`src/rtl/param_seq_detector_pkg.sv`:
```
// param_seq_detector_pkg: reset defaults, overlap mode encoding and cfg_len width helper
package param_seq_detector_pkg;
  localparam int DEFAULT_PATTERN = 'b1011;
  localparam int DEFAULT_LEN = 4;
  localparam logic DEFAULT_OVERLAP = 1'b1;
  localparam logic MODE_NONOVL = 1'b0;
  localparam logic MODE_OVL = 1'b1;
  function automatic int len_w(input int max_len);
    return $clog2(max_len + 1);
  endfunction
endpackage

```
`src/rtl/seq_match_counter.sv`:
```
// seq_match_counter: saturating match counter with synchronous clear
module seq_match_counter #(
  parameter int CNT_W = 16
) (
  input  logic             clk,
  input  logic             rst,
  input  logic             inc,
  input  logic             clr,
  output logic [CNT_W-1:0] count
);
  // clear wins over increment; increment stops at all-ones
  always_ff @(posedge clk or negedge rst)
    if (!rst) count <= '0;
    else if (clr) count <= '0;
    else if (inc && count != '1) count <= count + 1'b1;
endmodule

```
`src/rtl/param_seq_detector.sv`:
```
// param_seq_detector: runtime-programmable Mealy serial pattern detector
module param_seq_detector
  import param_seq_detector_pkg::*;
#(
  parameter int MAX_LEN = 8,
  parameter int LEN_W = len_w(MAX_LEN),
  parameter int CNT_W = 16,
  parameter logic [MAX_LEN-1:0] DEFAULT_PATTERN = MAX_LEN'(param_seq_detector_pkg::DEFAULT_PATTERN),
  parameter int DEFAULT_LEN = param_seq_detector_pkg::DEFAULT_LEN,
  parameter logic DEFAULT_OVERLAP = param_seq_detector_pkg::DEFAULT_OVERLAP
) (
  input  logic               clk,
  input  logic               rst,
  input  logic               din,
  input  logic               din_valid,
  input  logic               cfg_load,
  input  logic [MAX_LEN-1:0] cfg_pattern,
  input  logic [LEN_W-1:0]   cfg_len,
  input  logic               cfg_overlap,
  input  logic               cnt_clr,
  output logic               dout,
  output logic [CNT_W-1:0]   match_count,
  output logic               cfg_err
);
  localparam int FILL_W = $clog2(MAX_LEN);
  logic [MAX_LEN-1:0] pat, mask, window;
  logic [LEN_W-1:0] len;
  logic ovl;
  logic [MAX_LEN-2:0] hist;
  logic [FILL_W-1:0] fill;
  logic accept, cfg_ok, hit;
  assign window = {hist, din};
  assign accept = din_valid & ~cfg_load;
  assign cfg_ok = cfg_len != '0 && int'(cfg_len) <= MAX_LEN;
  // thermometer mask keeping only the low len bits of the window
  always_comb begin
    mask = '0;
    for (int i = 0; i < MAX_LEN; i++) mask[i] = i < int'(len);
  end
  assign hit = accept && rst && int'(fill) >= int'(len) - 1 && ((window ^ pat) & mask) == '0;
  assign dout = hit;
  // config latch, bit history and fill tracking; a config strobe swallows din
  always_ff @(posedge clk or negedge rst)
    if (!rst) begin
      pat <= DEFAULT_PATTERN;
      len <= LEN_W'(DEFAULT_LEN);
      ovl <= DEFAULT_OVERLAP;
      hist <= '0;
      fill <= '0;
      cfg_err <= 1'b0;
    end else if (cfg_load) begin
      cfg_err <= ~cfg_ok;
      if (cfg_ok) begin
        pat <= cfg_pattern;
        len <= cfg_len;
        ovl <= cfg_overlap;
        fill <= '0;
      end
    end else if (din_valid) begin
      hist <= window[MAX_LEN-2:0];
      fill <= (hit && ovl == MODE_NONOVL) ? '0 : (fill == FILL_W'(MAX_LEN - 1)) ? fill : fill + 1'b1;
    end
  seq_match_counter #(.CNT_W(CNT_W)) u_cnt (
    .clk(clk),
    .rst(rst),
    .inc(hit),
    .clr(cnt_clr),
    .count(match_count)
  );
endmodule

```
`config.mk`:
```
export PLATFORM = sky130hd
export DESIGN_NAME = param_seq_detector
export DESIGN_NICKNAME = d
export VERILOG_FILES = /design/src/rtl/param_seq_detector_pkg.sv /design/src/rtl/seq_match_counter.sv /design/src/rtl/param_seq_detector.sv
export SDC_FILE = /design/constraint.sdc
export NUM_CORES = 1
export LEC_CHECK = 0
export CAP_MARGIN = 20
export CORE_UTILIZATION = 57
export CTS_CLUSTER_DIAMETER = 100
export DETAILED_ROUTE_END_ITERATION = 12
export GPL_TIMING_DRIVEN = 0
export PLACE_DENSITY = 0.85
export SYNTH_ARGS = -nofsm -noshare
export SYNTH_HDL_FRONTEND = slang
export SYNTH_SLANG_ARGS = --single-unit
```
`constraint.sdc`:
```
create_clock -name clk -period 4.6 [get_ports clk]
set_input_delay 0.46 -clock clk [delete_from_list [all_inputs] [get_ports clk]]
set_output_delay 0.46 -clock clk [all_outputs]
set_load 0.005 [all_outputs]
```
==> run metrics <==
core area=between 3000 and 4000 sq um; synth-to-layout area growth=22.9%; Net Count, Synth=around 260; die area=4180 sq um; setup TNS=0 ns; slew of the pin with the lowest slew margin=~0.75 ns; grt total ovfl=0; layout cells sized above 1=11.7%; H-tree levels=2; CP bufs+invs=4; Synth Instances=229; Post-CTS Resized=0; Vias/cell=just under 6; Peak VDD IR=~200 uV; Setup Skew=0.00862 ns; Hold Slack=0.127 ns; gr usage total=25.1%; Clock Path Buffers=2; delay-heaviest family, CP=buffers and inverters; DR iter-0 viols=94; Die X=around 65 um; Worst Path Required=~4.1 ns; number of fill cells in the layout=265; total of max-cap violations=0; PwrDens=slightly below 300 nW/um^2; Finished Layout Cells=approximately 320; #FFs+latches synth=40; GPL Wtd Cong=about 0.79; DRC Markers=0; drt wl/cell=14.4 um; cell leakage power=0.00114 uW; Layout Nets=roughly 300; clk_lat worst skew=approximately 0.29 ns; Gate power share=21.1%; CTS Root Cell=clkbuf_8; placed cells=314; Starting Density=between 60 and 70%; synth warn=0; io pins=37; critical-path cell list=inv_1, ha_1, xnor2_1, ha_1, nand3_1, a2bb2oi_1, o211ai_4, buf_6, inv_1, clkdlybuf4s50_1; reg-to-reg slack, setup=1.87 ns; Pre-antenna DRT Iters=4; Hold Buf Count CTS=0; CTS Buf Count=5; # diodes=0; Port-buffer cells=36; Final ANT Viol Nets=0; status=finished clean; Worst Path Arrival=about 2.8 ns; Sw Pwr=~240 uW; most frequent cells in the layout=dfrtp_1, clkdlybuf4s50_1, nand2_1, a21oi_1; Worst setup SP type=register; # rows=22; clk sink count=40; HP Class=in -> async; vias=between 1500 and 2000; RSZ-0062 raised after global routing=no; slowest stage delay, CP=slightly above 0.5 ns; Die Y=64.7 um; Post-DP HPWL=between 3000 and 4000 um; vias in the first global route=~1800; pin count of the biggest net entering global routing=between 40 and 50; clock-pin slew on the worst setup and hold paths=0.08 ns; CTS tree=yes; Crit. End Element=output port; Mapped Area=between 2000 and 2500 sq um; Critical Path Slowest Stage Cell=clkdlybuf4s50_1; crit path kind=reg -> out; Netlist cell types=39; first-pass GRT wire length=~8000 um; Clock power frac=between 20% and 30%; routed wire length=4630 um; initial antenna violation count=0; pre-CTS setup slack=around 1.3 ns; post-CTS setup buffer count=0; Fmax achieved=roughly 300 MHz; Worst Path Max Fanout=10; crit path time final=3.30 ns; Int Pwr=around 600 uW; setup ws final=roughly 1.3 ns; Hold Fails Final Rpt=0; sequential area share after synthesis=between 40 and 50%; final period utilization=about 72%; Syn Area/Cell=slightly below 10 sq um; Slew HR=roughly half; Switching Fraction=between 20% and 30%; Setup Viol. Count Final=0; Sequential Power Share=a little over half; fin. max-slew vios=0
-- area by class of cell --
| type | count | area [sq um] | area share, % |
|---|---|---|---|
| clock inverters | 1 | 5.00 | 0.182 |
| repair buffers | 37 | 375 | 13.6 |
| plain buffers | 10 | 53.8 | 1.96 |
| clock buffers | 6 | 72.6 | 2.64 |
| multi-input cells | 172 | 1150 | 41.8 |
| inverters | 7 | 26.3 | 0.955 |
| flip-flops and latches | 40 | 1010 | 36.6 |
| well taps | 48 | 60.1 | 2.18 |
-- flip-flops by register name, indices dropped and copies added, names as in the netlist --
register and count:
hist 7, ovl 1, pat 8, cfg_err 1, fill 3, u_cnt.count 16
len 4
-- stage by stage --
stage | instance area (sq um) | util, % | total power, uW
finish | 2750 | 74.0 | 821
global route | 2750 | 74.0 | 869
CTS | 2750 | 74.0 | 829
detailed placement | 2670 | 71.9 | 608
global placement | 2660 | 71.5 | 600
floorplan | 2240 | - | 547
-- power groups by stage --
stage / Sequential (uW) / Combinational (uW) / Clock [uW]
after floorplan: 426 / 121 / 0
final: 428 / 173 / 219
after global routing: 434 / 195 / 240
after detailed placement: 435 / 173 / 0
after CTS: 429 / 174 / 226
after global placement: 433 / 167 / 0
-- synthesized netlist by cell type (all sizes together) --
cell type	instances	share of area, %
mux2	13	6.5
dfstp	5	5.9
nand2b	5	1.4
mux2i	1	0.45
nor2	13	2.2
ha	10	5.6
a2111oi	1	1.2
xnor2	5	2.0
a311oi	1	0.39
a41o	1	0.45
a21oi	19	4.3
nor3	5	1.1
nand4	1	0.28
and3	3	0.84
nand4b	1	0.39
o211ai	4	2.0
nor4	1	0.28
nand2	34	5.7
buf	3	1.2
o21ai	8	1.8
and2	2	0.56
a2bb2oi	1	0.39
xor2	4	1.6
clkbuf	7	1.2
nor2b	4	1.2
nor4b	1	0.39
o21bai	1	0.34
and4	1	0.39
and2b	1	0.34
or4	10	3.4
inv	7	1.2
nand3	9	2.0
dfrtp	35	39
o31ai	11	3.7
or2b	1	0.34
-- path summary, 6_finish.rpt --
path,startpoint,endpoint,cells after the start
max,len[0],dout,10
min,rst,cfg_err,2
max reg2reg,len[0],fill[0],11
min reg2reg,cfg_err,cfg_err,2
max in group asynchronous,rst,pat[0],2
min in group clk,cfg_err,cfg_err,2
-- layer usage --
metal	wire (um)	global-route usage (%)	vias to the layer above
met5	0	0	-
met4	62	11.4	0
met3	281	5.63	7
met2	2200	39.3	61
met1	2090	33.1	899
li1	-	-	907
-- cells by family (layout without fill, tap and decap cells) --
kind of cell,count (synthesis),in the layout,share of synthesized area [%]
XOR/XNOR,9,9,3.52
buffers and inverters,17,61,3.58
multiplexers,14,14,6.99
AO/OA/AOI/OAI,47,47,14.5
adder cells (fa/ha/maj),10,10,5.59
AND/OR/NAND/NOR,92,92,20.8
flip-flops,40,40,45.0
Note: power is estimated with default switching activity, not from simulation.
